## src/rtl/seg_scan_driver_pkg.sv

```systemverilog
// seg_scan_driver_pkg: shared types, constants and the double-dabble adjust step for the display back end
package seg_scan_driver_pkg;

    localparam int         NUM_DIGITS = 3;
    localparam logic [6:0] SEG_BLANK  = 7'b0;

    typedef enum logic [1:0] {IDLE, SHIFT, COMMIT} conv_state_t;
    typedef logic [3:0] bcd_digit_t;

    // Add 3 to every BCD nibble that is 5 or more, so the following left shift carries correctly
    function automatic logic [4*NUM_DIGITS-1:0] dabble_adjust(input logic [4*NUM_DIGITS-1:0] b);
        logic [4*NUM_DIGITS-1:0] r;
        r = b;
        for (int i = 0; i < NUM_DIGITS; i++)
            r[4*i +: 4] = (b[4*i +: 4] >= 4'd5) ? b[4*i +: 4] + 4'd3 : b[4*i +: 4];
        return r;
    endfunction

endpackage

```

## src/rtl/seg_scan_driver_if.sv

```systemverilog
// seg_scan_driver_if: CPU-side load bus and display outputs of the segment scan driver
//   value       8   binary value to display (master -> slave)
//   value_valid 1   load strobe, taken only while busy is low (master -> slave)
//   busy        1   conversion in progress (slave -> master)
//   bcd_out     12  committed BCD {hundreds,tens,ones} (slave -> master)
//   segments    7   active-high segment pattern {g,f,e,d,c,b,a} (slave -> master)
//   anode_sel   4   one-hot active-high digit enable, bit0 = ones (slave -> master)
interface seg_scan_driver_if;
    logic [7:0]  value;
    logic        value_valid;
    logic        busy;
    logic [11:0] bcd_out;
    logic [6:0]  segments;
    logic [3:0]  anode_sel;

    modport master (output value, value_valid, input busy, bcd_out, segments, anode_sel);
    modport slave  (input value, value_valid, output busy, bcd_out, segments, anode_sel);
endinterface

```

## src/rtl/seg_scan_driver_seven_seg.sv

```systemverilog
// seven_seg: BCD digit to active-high segment pattern {g,f,e,d,c,b,a}; non-decimal codes go dark
//   digit    in  4  BCD digit
//   segments out 7  segment pattern, bit0 = a
module seven_seg
    import seg_scan_driver_pkg::*;
(
    input  bcd_digit_t  digit,
    output logic [6:0]  segments
);
    always_comb begin
        case (digit)
            4'd0:    segments = 7'h3F;
            4'd1:    segments = 7'h06;
            4'd2:    segments = 7'h5B;
            4'd3:    segments = 7'h4F;
            4'd4:    segments = 7'h66;
            4'd5:    segments = 7'h6D;
            4'd6:    segments = 7'h7D;
            4'd7:    segments = 7'h07;
            4'd8:    segments = 7'h7F;
            4'd9:    segments = 7'h6F;
            default: segments = SEG_BLANK;
        endcase
    end
endmodule

```

## src/rtl/seg_scan_driver.sv

```systemverilog
// seg_scan_driver: latches an 8-bit value, converts it to 3 BCD digits (1 bit/clk) and scans them onto a shared segment bus
//   clk    in  1   system clock
//   reset  in  1   synchronous reset, active-high
//   bus    slave modport of seg_scan_driver_if (value/value_valid in; busy, bcd_out, segments, anode_sel out)
//   SCAN_DIV      clk cycles per digit slot, must exceed GUARD_CYCLES
//   GUARD_CYCLES  dark cycles at the start of each slot (0 = none)
//   Optional macro LEADING_ZERO_BLANK_EN: blank a zero hundreds digit, and a zero tens digit behind it
module seg_scan_driver
    import seg_scan_driver_pkg::*;
#(
    parameter int SCAN_DIV     = 8192,
    parameter int GUARD_CYCLES = 16
) (
    input logic              clk,
    input logic              reset,
    seg_scan_driver_if.slave bus
);
    localparam int PW = $clog2(SCAN_DIV + 1);
    localparam int GW = $clog2(GUARD_CYCLES + 2);

    conv_state_t   state;
    logic [2:0]    bit_cnt;
    logic [7:0]    bin;
    logic [11:0]   bcd;
    logic [11:0]   bcd_next;
    logic [11:0]   disp;
    logic [PW-1:0] presc;
    logic [1:0]    idx;
    logic [GW-1:0] guard;
    bcd_digit_t    digit;
    logic [6:0]    seg_dec;
    logic          blank;
    logic          wrap;

    // Value bcd_out takes at this edge; lets a commit landing on a slot boundary show in that new slot
    assign bcd_next = (state == COMMIT) ? bcd : bus.bcd_out;
    assign wrap     = presc == PW'(SCAN_DIV - 1);
    assign digit    = idx == 2'd2 ? disp[11:8] : idx == 2'd1 ? disp[7:4] : disp[3:0];

`ifdef LEADING_ZERO_BLANK_EN
    assign blank = (idx == 2'd2 && disp[11:8] == 4'd0) || (idx == 2'd1 && disp[11:4] == 8'd0);
`else
    assign blank = 1'b0;
`endif

    seven_seg u_seven_seg (.digit(digit), .segments(seg_dec));

    always_ff @(posedge clk) begin
        if (reset) begin
            state       <= IDLE;
            bit_cnt     <= '0;
            bin         <= '0;
            bcd         <= '0;
            bus.busy    <= 1'b0;
            bus.bcd_out <= '0;
        end else begin
            bus.bcd_out <= bcd_next;
            case (state)
                IDLE: if (bus.value_valid) begin
                    bin      <= bus.value;
                    bcd      <= '0;
                    bit_cnt  <= '0;
                    state    <= SHIFT;
                    bus.busy <= 1'b1;
                end
                SHIFT: begin
                    {bcd, bin} <= {dabble_adjust(bcd), bin} << 1;
                    bit_cnt    <= bit_cnt + 3'd1;
                    state      <= bit_cnt == 3'd7 ? COMMIT : SHIFT;
                end
                COMMIT: begin
                    state    <= IDLE;
                    bus.busy <= 1'b0;
                end
                default: state <= IDLE;
            endcase
        end
    end

    // Digits shown are frozen per slot (disp) so a commit never changes a digit mid-slot
    always_ff @(posedge clk) begin
        if (reset) begin
            presc         <= '0;
            idx           <= 2'd0;
            guard         <= GW'(GUARD_CYCLES);
            disp          <= '0;
            bus.anode_sel <= 4'b0;
            bus.segments  <= SEG_BLANK;
        end else begin
            presc         <= wrap ? '0 : presc + 1'b1;
            idx           <= wrap ? (idx == 2'd2 ? 2'd0 : idx + 2'd1) : idx;
            guard         <= wrap ? GW'(GUARD_CYCLES) : (guard != '0 ? guard - 1'b1 : guard);
            disp          <= wrap ? bcd_next : disp;
            bus.anode_sel <= guard != '0 ? 4'b0 : {1'b0, idx == 2'd2, idx == 2'd1, idx == 2'd0};
            bus.segments  <= (guard != '0 || blank) ? SEG_BLANK : seg_dec;
        end
    end
endmodule

```

## src/flat_wrapper.sv

```systemverilog
// flat-port wrapper written by rule: the top's interface ports become plain ports
module seg_scan_driver_flat import seg_scan_driver_pkg::*;
#(
    parameter int SCAN_DIV     = 8192,
    parameter int GUARD_CYCLES = 16
)
  (clk, reset, bus_value, bus_value_valid, bus_busy, bus_bcd_out, bus_segments, bus_anode_sel);
  seg_scan_driver_if bus_i ();
  input logic clk;
  input logic reset;
  input wire logic [$bits(bus_i.value)-1:0] bus_value;
  input wire logic [$bits(bus_i.value_valid)-1:0] bus_value_valid;
  output wire logic [$bits(bus_i.busy)-1:0] bus_busy;
  output wire logic [$bits(bus_i.bcd_out)-1:0] bus_bcd_out;
  output wire logic [$bits(bus_i.segments)-1:0] bus_segments;
  output wire logic [$bits(bus_i.anode_sel)-1:0] bus_anode_sel;
  assign bus_i.value = bus_value;
  assign bus_i.value_valid = bus_value_valid;
  assign bus_busy = bus_i.busy;
  assign bus_bcd_out = bus_i.bcd_out;
  assign bus_segments = bus_i.segments;
  assign bus_anode_sel = bus_i.anode_sel;
  seg_scan_driver #(.SCAN_DIV(SCAN_DIV), .GUARD_CYCLES(GUARD_CYCLES)) u_core (.clk(clk), .reset(reset), .bus(bus_i));
endmodule
```

## config.mk

```make
export PLATFORM = sky130hd
export DESIGN_NAME = seg_scan_driver_flat
export DESIGN_NICKNAME = d
export VERILOG_FILES = /design/src/rtl/seg_scan_driver_pkg.sv /design/src/rtl/seg_scan_driver_if.sv /design/src/rtl/seg_scan_driver_seven_seg.sv /design/src/rtl/seg_scan_driver.sv /design/src/flat_wrapper.sv
export SDC_FILE = /design/constraint.sdc
export NUM_CORES = 1
export LEC_CHECK = 0
export BUFFER_PORTS_ARGS = -buffer_cell sky130_fd_sc_hd__buf_2
export CORE_MARGIN = 2
export CORE_UTILIZATION = 50
export DETAILED_ROUTE_END_ITERATION = 12
export GPL_ROUTABILITY_DRIVEN = 0
export PLACE_DENSITY = 0.8
export SYNTH_ARGS = -nofsm -noshare
export SYNTH_HDL_FRONTEND = slang
export SYNTH_SLANG_ARGS = --single-unit
```

## constraint.sdc

```tcl
create_clock -name clk -period 1.9 [get_ports clk]
set_input_delay 0.095 -clock clk [delete_from_list [all_inputs] [get_ports clk]]
set_output_delay 0.095 -clock clk [all_outputs]
set_load 0.01 [all_outputs]
```

# After elaboration in Yosys (flattened, before gate mapping)
# Memories as Yosys holds them, arrays and structs flattened. A register that Yosys moved wholly into a read port is not among the register bits.
# Cells that the tools add are included.
classes:
  addsub: 7
  eq_ne: 7
  mux: 18
  n_lt_le_gt_ge: 3
  reduce_logical: 9
op_table:
  columns: ["operator", "n"]
  rows:
  - ["$mux 12", 2]
  - ["$pmux 12 s2", 1]
  - ["$mux 4", 4]
  - ["$pmux 8 s2", 1]
  - ["$add 14x1->14 const B", 1]
  - ["$eq 14x13->1 const B", 1]
  - ["$ge 4x3->1 const B", 3]
  - ["$add 4x2->4 const B", 2]
  - ["$mux 8", 1]
  - ["$mux 2", 3]
  - ["$mux 3", 2]
  - ["$pmux 3 s2", 1]
  - ["$reduce_bool 5->1", 1]
  - ["$sub 5x1->5 const B", 1]
  - ["$eq 2x1->1 const B", 2]
  - ["$eq 2x2->1 const B", 2]
  - ["$logic_not 2->1", 2]
  - ["$pmux 2 s2", 1]
  - ["$reduce_and 2->1", 2]
  - ["$reduce_bool 2->1", 2]
  - ["$reduce_or 2->1", 2]
  - ["$add 3x1->3 const B", 1]
  - ["$add 3x2->3 const B", 1]
  - ["$eq 3x3->1 const B", 1]
  - ["other kinds (4)", 4]
word_totals:
  word_cells: 57
  rom_bits: 112
  regBits: 75
  out_inout_bits: 24
  n_memories: 1
memory_table:
  columns: ["memory", "words", "width", "rd", "rd_clocked_by_memory_dff", "wr", "line", "text"]
  rows:
  - ["(no name shown)", 16, 7, 1, 1, 0, "seg_scan_driver_seven_seg.sv:11", "case (digit)"]

# Longest topological paths before layout
# Gate-level depths: netlist of the first run.
depth:
  depth_word: 3
  depth_mapped: 9
  depth_no_buf: 7

# Cells and area by module
# Synthesis of the first run repeated with hierarchy kept, for this count alone.
unflattened:
  cells_unflattened: 403
  hier_area_um2: 3584.7
modules_own_cells:
  columns: ["mod", "area_per_inst_um2", "instances", "cells_per_inst", "seq_area_each_um2"]
  rows:
  - ["seg_scan_driver", 3364.5, 1, 375, 1621.6]
  - ["seven_seg", 220.2, 1, 28, 0.0]

# Worst setup path after synthesis of the first run
# Ideal clock, no wire load.
synth_path:
  path_kind: "register -> register"
  from: "register u_core.idx[0]"
  to: "register u_core.bus.segments[4]"
  t_required_ns: 1.773
  slack_ns: -0.004
  t_arrival_ns: 1.777
  setup_time_ns: 0.127
  path_stages_with_launch: 8
  path_cell_list: "dfxtp_1 -> clkbuf_1 -> mux2i_1 -> inv_1 -> ha_1 -> o21ai_0 -> a2bb2oi_1 -> nor2_1"
synth_between:
  elab_chain_cells: 3
  elab_cells_between_ends: 4
  classes_between: "2 x eq/ne; 2 x mux"
synth_lines:
  columns: ["item", "line", "text"]
  rows:
  - ["start: declaration", "seg_scan_driver.sv:28", "logic [1:0] idx;"]
  - ["start signal: assignment", "seg_scan_driver.sv:91", "idx <= wrap ? (idx == 2'd2 ? 2'd0 : idx + 2'd1) : idx;"]
  - ["$eq 2x1->1", "seg_scan_driver.sv:38", "assign digit = idx == 2'd2 ? disp[11:8] : idx == 2'd1 ? disp[7:4] : disp[3:0];"]
  - ["$mux 4", "seg_scan_driver.sv:38", null]
  - ["$mux 4 (*)", "seg_scan_driver.sv:38", null]
  - ["end: declaration", "seg_scan_driver_if.sv:17", "modport slave (input value, value_valid, output busy, bcd_out, segments, anode_sel);"]
# Mark *: on every way between the ends. The rest lies on a longest branch, timed or not.
# A chain may end at the register's enable or synchronous reset.

# Worst setup path after layout of the first run
layout_path:
  from: "register u_core.idx[1]"
  to: "register u_core.bus.segments[6]"
# The elaborated chain is that of the path after synthesis.

==> flow_metrics.py, run 1 <==
metrics = {
    "synth": {
        "syn_nets": 451,
        "ys_seq_elements": 81,
        "synth_xor_area_share_pct": 4.59,
        "synthArstFlopShare_pct": 0,
        "synth_compound_area_share_pct": 14.0,
        "yosys-top-cells-area": "dfxtp_1 (45%), nand2_1 (5.9%), ha_1 (5.9%)",
        "synthMostInstantiatedCell": "dfxtp_1",
        "synth-edff-count": 0,
        "ys_seq_area_share_pct": 44.7,
        "synth_area_um2": 3620,
        "yosys.area.top_type_share_pct": 44.7,
        "synth_top_family_by_area": "simple AND/OR/NAND/NOR gates",
        "synth_cells": 423,
        "synth_top_cell_by_area": "dfxtp_1",
        "yosysUniqueCellTypes": 43,
        "yosys.area_share.simple_pct": 21.6,
        "avgSynthCellArea_um2": 8.57,
        "synth_warnings": 0,
        "synthAdderAreaFrac_pct": 5.87,
        "yosys-mux-area-fraction_pct": 4.21,
        "synthFlopType": "dfxtp_1",
        "ys_top_cells_by_count": "dfxtp_1 (81), nand2_1 (57), nor2_1 (47)",
    },
    "timing": {
        "skew_ns": 0.00797,
        "slew_headroom_pct": 61.3,
        "setup_viol": 0,
        "fin_crit_ns": 1.70,
        "fin_crit_sh_pct": 89.7,
        "rsz0062_at_grt": "false",
        "setup_tns_ns": 0,
        "hold_viol": 0,
        "fmax_mhz": 587,
        "slew_violations": 0,
        "tightest_slew_ns": 0.579,
    },
    "cells_and_area": {
        "multiInputGateArea_um2": 1830,
        "drive_gt1_share_pct": 14.9,
        "fill_cells": 651,
        "register_area_um2": 1620,
        "num-nets-final": 485,
        "antenna_cells": 0,
        "syn_to_final_growth_pct": 13.8,
        "stdcell_area_um2": 4130,
        "finish.utilization_pct": 57.8,
    },
    "die": {
        "die_h_um": 89.1,
        "fp.dieW_um": 89.1,
        "die_area_um2": 7950,
        "core_um2": 7140,
        "rows": 31,
        "start_util_pct": 50.8,
        "ios": 35,
    },
    "setup_path": {
        "slowest_stage": "dfxtp_2",
        "crit_family": "multiplexers",
        "cp_cell_sequence": "buf_4 -> mux2i_1 -> mux2_2 -> nand2b_1 -> or3_1 -> o21ai_0",
        "critical_path_class": "reg -> reg",
        "cp.arrival_ns": 1.99,
        "critPathRequiredTime_ns": 2.19,
        "critPathCaptureType": "register",
        "critPathMaxFanout": 9,
        "worst-r2r-cell-count": 6,
        "crit_cells": 6,
        "critPathBufInv": 1,
        "startpoint_type": "register",
        "slowest_delay_ns": 0.44,
    },
    "grt": {
        "antenna_found_initial": 0,
        "grt_pass1_wl_um": 11900,
        "grtUsageMet3_pct": 6.37,
        "grtUsageMet1_pct": 22.7,
        "grt_start_max_net_pins": 37,
        "busiest_layer": "met2",
        "track_usage_pct": 19.0,
        "grt_pass1_vias": 2735,
        "grt_remaining_overflow": 0,
        "met2_usage_pct": 31.9,
    },
    "clock_tree": {
        "clk_latency_ns": 0.35,
        "numCtsBuffers": 9,
        "htree_num_levels": 3,
        "ctsLongestPathBuffers": 2,
        "cts_tree": "yes",
        "clk_root_buffer_cell": "clkbuf_8",
        "clk_pin_slew_ns": 0.08,
        "cts_sinks": 81,
    },
    "routing": {
        "num_vias": 2890,
        "drtPass1Iterations": 4,
        "post_drt_via_cell_ratio": 5.15,
        "drc": 0,
        "drt-total-wl_um": 6660,
        "wl_per_cell_um": 11.9,
        "antenna_left": 0,
        "drtIter0Drc": 140,
    },
    "power_and_ir_drop": {
        "power.density_nw_per_um2": 853,
        "leakagePower_nw": 1.58,
        "finalPower_mw": 3.52,
        "ir_worst_vdd_mv": 0.501,
    },
    "run": {
        "maxCapViolCount": 0,
    },
    "placed_design": {
        "place_area_um2": 3890,
        "portBuffers": 33,
        "dp_hpwl_um": 4700,
    },
    "hold_path": {
        "hold_class": "in -> reg",
        "whs_path_depth": 3,
    },
    "status": {
        "status": "complete, no violations",
    },
}
[cell families after synthesis]
| group | count (synthesis) |
|---|---|
| other | 1 |
| flip-flops | 81 |
| AO/OA/AOI/OAI | 87 |
| AND/OR/NAND/NOR | 162 |
| adder cells (fa/ha/maj) | 17 |
| multiplexers | 15 |
| XOR/XNOR | 19 |
| buffers and inverters | 41 |
[metrics by stage]
step / setup WS, ns / hold slack, ns / cells
floorplan: 0.0684 / 0.257 / 423
global placement: 0.150 / 0.366 / 542
detailed placement: 0.104 / 0.371 / 542
CTS: 0.0854 / 0.000285 / 560
global route: 0.0230 / 0.0290 / 561
finish: 0.195 / 0.0206 / 561
[tightest hold or removal path: stages]
cell and delay (ns):
buf_2 0.09, nand2_1 0.04, a311oi_1 0.09
[what timing repair did]
| item | 4_1_cts | 5_1_grt |
|---|---|---|
| hold buffers | 2 | 1 |
| buffers inserted | 0 | 0 |
| endpoints found under the hold margin | 2 | 1 |
| endpoints found under the setup margin | 0 | 2 |
| resized for setup | 0 | 1 |
[cell usage in the layout (no fill, tap or decap), types with 3 or more instances in the layout]
master / count
ha_1: 17
a22oi_1: 8
a21oi_1: 33
dlygate4sd3_1: 3
a311oi_1: 4
xnor2_1: 14
nand3_1: 8
inv_1: 17
mux2i_1: 12
nor2_1: 47
clkbuf_8: 11
dfxtp_1: 80
nor3b_1: 3
nor3_1: 10
buf_4: 11
nand2b_1: 22
o21ai_0: 28
buf_2: 33
xor2_1: 5
nand2_1: 57
[area by class of cell]
cell class                 instances  area share (%)
clock buffer                      12            3.76
clock inverter                     4            1.24
inverter                          17            1.55
multi-input combinational        301            44.4
sequential                        81            39.3
tap                               99            3.00
timing repair buffer              47            6.73
[path summary, 6_finish.rpt]
kind	from	to	slack, ns
worst max-delay path	u_core.idx[1]$_SDFFE_PP0N_	u_core.bus.segments[6]$_SDFF_PP0_	0.20
worst min-delay path	bus_value[1]	u_core.bin[1]$_SDFFE_PP0P_	0.02
worst max register to register	u_core.idx[1]$_SDFFE_PP0N_	u_core.bus.segments[6]$_SDFF_PP0_	0.20
worst min register to register	u_core.presc[0]$_SDFF_PP0_	u_core.presc[0]$_SDFF_PP0_	0.47
[registers in the layout, indices dropped and copies added (netlist names)]
| register | cells |
|---|---|
| u_core.bus.anode_sel | 3 |
| u_core.guard | 5 |
| u_core.idx | 2 |
| u_core.bus.segments | 7 |
| u_core.bin | 8 |
| u_core.bus.busy | 1 |
| u_core.bit_cnt | 3 |
| u_core.bus.bcd_out | 12 |
| u_core.disp | 12 |
| u_core.state | 2 |
| u_core.presc | 14 |
| u_core.bcd | 12 |
[power breakdown]
| group | switching [mW] | internal (mW) |
|---|---|---|
| logic | 0.207 | 0.185 |
| clock network | 0.590 | 0.679 |
| registers | 0.0685 | 1.79 |
| total | 0.865 | 2.65 |
[layer usage]
metal / share of wire [%] / vias to the layer above
met1: 46 / 1327
met5: 0 / -
met4: 1.8 / 0
met3: 4.1 / 14
met2: 48 / 58
li1: - / 1491
No activity file was read; power rests on OpenSTA's default activity.
==> run 2: changes to the inputs <==
--- a/config.mk
+++ b/config.mk
@@ -11,6 +11,7 @@
 export DETAILED_ROUTE_END_ITERATION = 12
 export GPL_ROUTABILITY_DRIVEN = 0
 export PLACE_DENSITY = 0.8
+export REMOVE_ABC_BUFFERS = 1
 export SYNTH_ARGS = -nofsm -noshare
 export SYNTH_HDL_FRONTEND = slang
 export SYNTH_SLANG_ARGS = --single-unit
==> flow_metrics.py, run 2 (synthesis gave the netlist of run 1 again) <==
metrics = {
    "status": {
        "status": "complete, no violations",
    },
    "setup_path": {
        "cp_cell_sequence": "ha_2 -> nand3_2 -> nor4_4 -> or3b_1 -> a21oi_1",
        "crit_family": "simple AND/OR/NAND/NOR gates",
        "critPathBufInv": 0,
        "critPathRequiredTime_ns": 2.17,
        "critPathCaptureType": "register",
        "slowest_delay_ns": 0.40,
        "crit_cells": 5,
        "critPathMaxFanout": 5,
        "critical_path_class": "reg -> reg",
        "startpoint_type": "register",
        "cp.arrival_ns": 2.08,
        "slowest_stage": "nor4_4",
        "worst-r2r-cell-count": 5,
    },
    "grt": {
        "track_usage_pct": 18.7,
        "antenna_found_initial": 0,
        "grt_pass1_vias": 2675,
        "grt_pass1_wl_um": 11600,
        "grt_remaining_overflow": 0,
        "grt_start_max_net_pins": 32,
    },
    "power_and_ir_drop": {
        "power.density_nw_per_um2": 871,
        "leakagePower_nw": 1.57,
        "p_int_mw": 2.71,
        "ir_worst_vdd_mv": 0.460,
        "power.share.clock_pct": 37.3,
        "swShare_pct": 24.5,
        "switchingPower_uw": 879,
        "combPwrFrac_pct": 10.9,
        "power_frac_seq_pct": 51.8,
        "finalPower_mw": 3.59,
    },
    "timing": {
        "fmax_mhz": 553,
        "setup_slack_ns": 0.0904,
        "slew_headroom_pct": 61.2,
        "hold_viol": 0,
        "fin_crit_ns": 1.81,
        "setup_viol": 0,
        "fin_crit_sh_pct": 95.2,
        "slew_violations": 0,
        "skew_ns": 0.00750,
        "tightest_slew_ns": 0.580,
    },
    "cells_and_area": {
        "largest_reg_flops": 14,
        "final_cell_mix": "dfxtp_1 (79), nand2_1 (57), nor2_1 (47), a21oi_1 (33), buf_2 (33)",
        "syn_to_final_growth_pct": 13.6,
        "finish.utilization_pct": 57.7,
        "drive_gt1_share_pct": 15.5,
        "regMostFlops": "u_core.presc",
        "final_common_cell": "dfxtp_1",
        "num-nets-final": 482,
        "antenna_cells": 0,
    },
    "hold_path": {
        "whs_path_depth": 3,
        "hold_class": "in -> reg",
    },
    "placed_design": {
        "place_ws_ns": 0.0583,
        "dp_hpwl_um": 4840,
        "portBuffers": 33,
    },
    "clock_tree": {
        "clk_pin_slew_ns": 0.08,
        "clk_root_buffer_cell": "clkbuf_8",
        "numCtsBuffers": 9,
        "cts_sinks": 81,
        "cts_tree": "yes",
        "clk_latency_ns": 0.34,
        "cts_hold_buf": 0,
        "ctsLongestPathBuffers": 2,
        "htree_num_levels": 3,
    },
    "die": {
        "rows": 31,
        "fp.dieW_um": 89.1,
        "start_util_pct": 50.8,
        "die_area_um2": 7950,
        "die_h_um": 89.1,
        "ios": 35,
        "core_um2": 7140,
    },
    "routing": {
        "drt-total-wl_um": 6860,
        "drtIter0Drc": 161,
        "post_drt_via_cell_ratio": 5.16,
        "num_vias": 2878,
        "antenna_left": 0,
        "drtPass1Iterations": 4,
        "drc": 0,
        "wl_per_cell_um": 12.3,
    },
    "run": {
        "maxCapViolCount": 0,
    },
}
run 2: worst paths after layout:
path                                                     start                              to  slack [ns]
worst max-delay path                u_core.presc[0]$_SDFF_PP0_      u_core.idx[0]$_SDFFE_PP0N_        0.09
worst max register to register      u_core.presc[0]$_SDFF_PP0_      u_core.idx[0]$_SDFFE_PP0N_        0.09
worst min register to register  u_core.bit_cnt[0]$_SDFFE_PP0P_  u_core.bit_cnt[0]$_SDFFE_PP0P_        0.48
worst min-delay path                              bus_value[3]      u_core.bin[3]$_SDFFE_PP0P_        0.02
run 2: power by group through the flow:
stage | registers [mW] | logic (mW) | clock network [mW]
final | 1.86 | 0.391 | 1.34
after global routing | 1.87 | 0.449 | 1.45
after CTS | 1.86 | 0.399 | 1.37
after detailed placement | 1.90 | 0.397 | 0
after global placement | 1.90 | 0.382 | 0
after floorplan | 1.90 | 0.260 | 0
run 2: area by class of cell:
cell class | count | area, µm²
well taps | 99 | 124
fillers | 673 | 3020
repair buffers | 44 | 260
flip-flops and latches | 81 | 1620
clock buffers | 10 | 128
multi-input cells | 301 | 1830
clock inverters | 6 | 82.6
inverters | 17 | 63.8
run 2: layer usage:
metal / GRT usage [%] / up-vias / share of wire, %
met2: 31.4 / 46 / 51
met5: 0 / - / 0
met3: 6.37 / 10 / 3.0
met4: 7.06 / 0 / 1.6
met1: 22.2 / 1339 / 44
li1: - / 1483 / -
run 2: worst register-to-register path: cells and delay by family, from the launching register on:
family,cells,cell delay (ns)
flops,1,0.39
simple gates,3,0.95
compound gates,1,0.17
fa+ha+maj,1,0.22
run 2: through the flow:
step	cell area, µm²	setup TNS, ns	hold slack (ns)	instances
global placement	3890	0	0.367	541
floorplan	3510	-1.79	0.164	399
CTS	4100	0	0.000432	557
detailed placement	3890	0	0.373	541
global route	4120	-0.0476	0.00629	558
finish	4120	0	0.0158	558
run 2: repair_timing:
item / CTS / global route
resized for setup: 0 / 4
buffers inserted: 0 / 1
endpoints found under the setup margin: 0 / 6
==> run 3: changes to the inputs <==
--- a/config.mk
+++ b/config.mk
@@ -7,10 +7,10 @@
 export LEC_CHECK = 0
 export BUFFER_PORTS_ARGS = -buffer_cell sky130_fd_sc_hd__buf_2
 export CORE_MARGIN = 2
-export CORE_UTILIZATION = 50
+export CORE_UTILIZATION = 53
 export DETAILED_ROUTE_END_ITERATION = 12
 export GPL_ROUTABILITY_DRIVEN = 0
-export PLACE_DENSITY = 0.8
+export PLACE_DENSITY = 0.83
 export REMOVE_ABC_BUFFERS = 1
 export SYNTH_ARGS = -nofsm -noshare
 export SYNTH_HDL_FRONTEND = slang
==> constraint.sdc (replaced) <==
create_clock -name clk -period 1.9 [get_ports clk]
set_input_delay 0.095 -clock clk [delete_from_list [all_inputs] [get_ports clk]]
set_output_delay 0.095 -clock clk [all_outputs]
set_load 0.02 [all_outputs]
==> flow_metrics.py, run 3 (synthesis gave the netlist of run 1 again) <==
metrics = {
    "grt": {
        "antenna_found_initial": 0,
        "grt_pass1_vias": 2720,
        "grt_pass1_wl_um": 11500,
        "met2_usage_pct": 32.4,
        "busiest_layer": "met2",
        "grtUsageMet1_pct": 22.9,
        "grt_start_max_net_pins": 34,
        "track_usage_pct": 19.2,
        "grt_remaining_overflow": 0,
        "grtUsageMet3_pct": 4.29,
    },
    "power_and_ir_drop": {
        "power_frac_seq_pct": 54.4,
        "ir_worst_vdd_mv": 0.432,
        "swShare_pct": 27.9,
        "power.share.clock_pct": 33.4,
        "p_int_mw": 2.47,
        "switchingPower_uw": 952,
        "leakagePower_nw": 1.57,
        "power.density_nw_per_um2": 835,
        "combPwrFrac_pct": 12.2,
    },
    "setup_path": {
        "critPathCaptureType": "register",
        "critPathMaxFanout": 5,
        "critPathRequiredTime_ns": 2.19,
        "cp.arrival_ns": 2.05,
        "critical_path_class": "reg -> reg",
        "startpoint_type": "register",
    },
    "cells_and_area": {
        "antenna_cells": 0,
        "final_cell_mix": "dfxtp_1 (79), nand2_1 (57), nor2_1 (47), a21oi_1 (33), buf_2 (33)",
        "drive_gt1_share_pct": 15.1,
        "final_common_cell": "dfxtp_1",
        "num-nets-final": 486,
        "layoutNonFillerInstCount": 543,
        "regMostFlops": "u_core.presc",
        "largest_reg_flops": 14,
        "fill_cells": 564,
        "syn_to_final_growth_pct": 12.9,
    },
    "hold_path": {
        "hold_class": "in -> reg",
    },
    "routing": {
        "drtIter0Drc": 134,
        "post_drt_via_cell_ratio": 5.39,
        "drtPass1Iterations": 5,
        "wl_per_cell_um": 12.5,
        "antenna_left": 0,
        "drt-total-wl_um": 6790,
        "drc": 0,
        "num_vias": 2927,
    },
    "timing": {
        "fin_crit_ns": 1.76,
        "slew_headroom_pct": 62.4,
        "tightest_slew_ns": 0.563,
        "setup_viol": 0,
        "slew_violations": 0,
        "fmax_mhz": 567,
        "rsz0062_at_grt": "false",
        "skew_ns": 0.0130,
        "setup_tns_ns": 0,
        "fin_crit_sh_pct": 92.8,
        "hold_viol": 0,
    },
    "clock_tree": {
        "cts_sinks": 81,
        "clk_root_buffer_cell": "clkbuf_8",
        "cts_setup_buffers": 0,
        "numCtsBuffers": 9,
        "clk_pin_slew_ns": 0.09,
        "clk_latency_ns": 0.36,
        "htree_num_levels": 3,
        "cts_tree": "yes",
        "ctsLongestPathBuffers": 2,
    },
    "placed_design": {
        "portBuffers": 33,
        "dpl.cell_count": 523,
        "dp_hpwl_um": 4740,
    },
    "die": {
        "ios": 35,
        "start_util_pct": 53.9,
        "rows": 30,
        "die_area_um2": 7520,
        "fp.dieW_um": 86.7,
        "core_um2": 6720,
        "die_h_um": 86.7,
    },
    "run": {
        "maxCapViolCount": 0,
    },
    "status": {
        "status": "complete, no violations",
    },
}
## run 3: changes by cell type in the layout (fill, tap and decap cells not counted)
| cell | before | now |
|---|---|---|
| ha_2 | 1 | 0 |
| clkinv_2 | 3 | 1 |
| inv_6 | 0 | 2 |
| nand3_2 | 2 | 1 |
| dlygate4sd3_1 | 0 | 4 |
| clkbuf_1 | 1 | 0 |
| clkinv_4 | 0 | 2 |
| clkinvlp_4 | 1 | 2 |
| nand3_1 | 7 | 8 |
| bufinv_16 | 2 | 0 |
| ha_1 | 16 | 17 |
## run 3: timing repair
item / 4_1_cts / 5_1_grt
endpoints found under the setup margin: 0 / 5
hold endpoints to repair: 4 / 0
hold buffers: 4 / 0
gates resized for setup: 0 / 2
## run 3: power by group through the flow
stage	clock network (mW)	registers (mW)	logic, mW
after floorplan	0	1.92	0.261
after global placement	0	1.90	0.399
after detailed placement	0	1.90	0.415
after CTS	1.18	1.86	0.423
after global routing	1.25	1.87	0.476
final	1.14	1.86	0.417
## run 3: layer usage
| layer | wire (µm) | part of all wire (%) |
|---|---|---|
| met1 | 3080 | 45 |
| met2 | 3290 | 48 |
| met3 | 217 | 3.2 |
| met4 | 204 | 3.0 |
| met5 | 0 | 0 |
## run 3: worst paths after layout
path,startpoint,endpoint,slack [ns],cells after the start
setup / recovery,u_core.presc[0]$_SDFF_PP0_,u_core.idx[0]$_SDFFE_PP0N_,0.14,5
setup reg to reg,u_core.presc[0]$_SDFF_PP0_,u_core.idx[0]$_SDFFE_PP0N_,0.14,5
hold / removal,bus_value[4],u_core.bin[4]$_SDFFE_PP0P_,0.14,5
hold reg to reg,u_core.presc[0]$_SDFF_PP0_,u_core.presc[0]$_SDFF_PP0_,0.48,1
## run 3: through the flow
step	worst slack [ns]	instance area, µm²	utilization [%]	power [mW]	hold WS (ns)
5_1_grt	0.00695	4090	60.9	3.59	0.136
6_report	0.137	4090	60.9	3.42	0.136
3_3_place_gp	0.209	3870	57.6	2.29	0.366
3_5_place_dp	0.0981	3870	57.6	2.31	0.369
2_1_floorplan	-0.157	3510	-	2.18	0.164
4_1_cts	0.0863	4090	60.9	3.46	0.110
## run 3: layout make-up
cell class	count	area, µm²	area share [%]
multi-input cells	301	1830	44.6
flip-flops and latches	81	1620	39.7
inverters	17	63.8	1.56
repair buffers	48	300	7.33
well taps	80	100	2.44
clock buffers	9	124	3.03
clock inverters	7	55.1	1.34
## run 3: critical path, cell delays in order, from the launching register on
cell and delay [ns]:
dfxtp_1 0.38, ha_1 0.20, nand3_1 0.23, nor4_4 0.36, or3b_1 0.39, a21oi_1 0.14
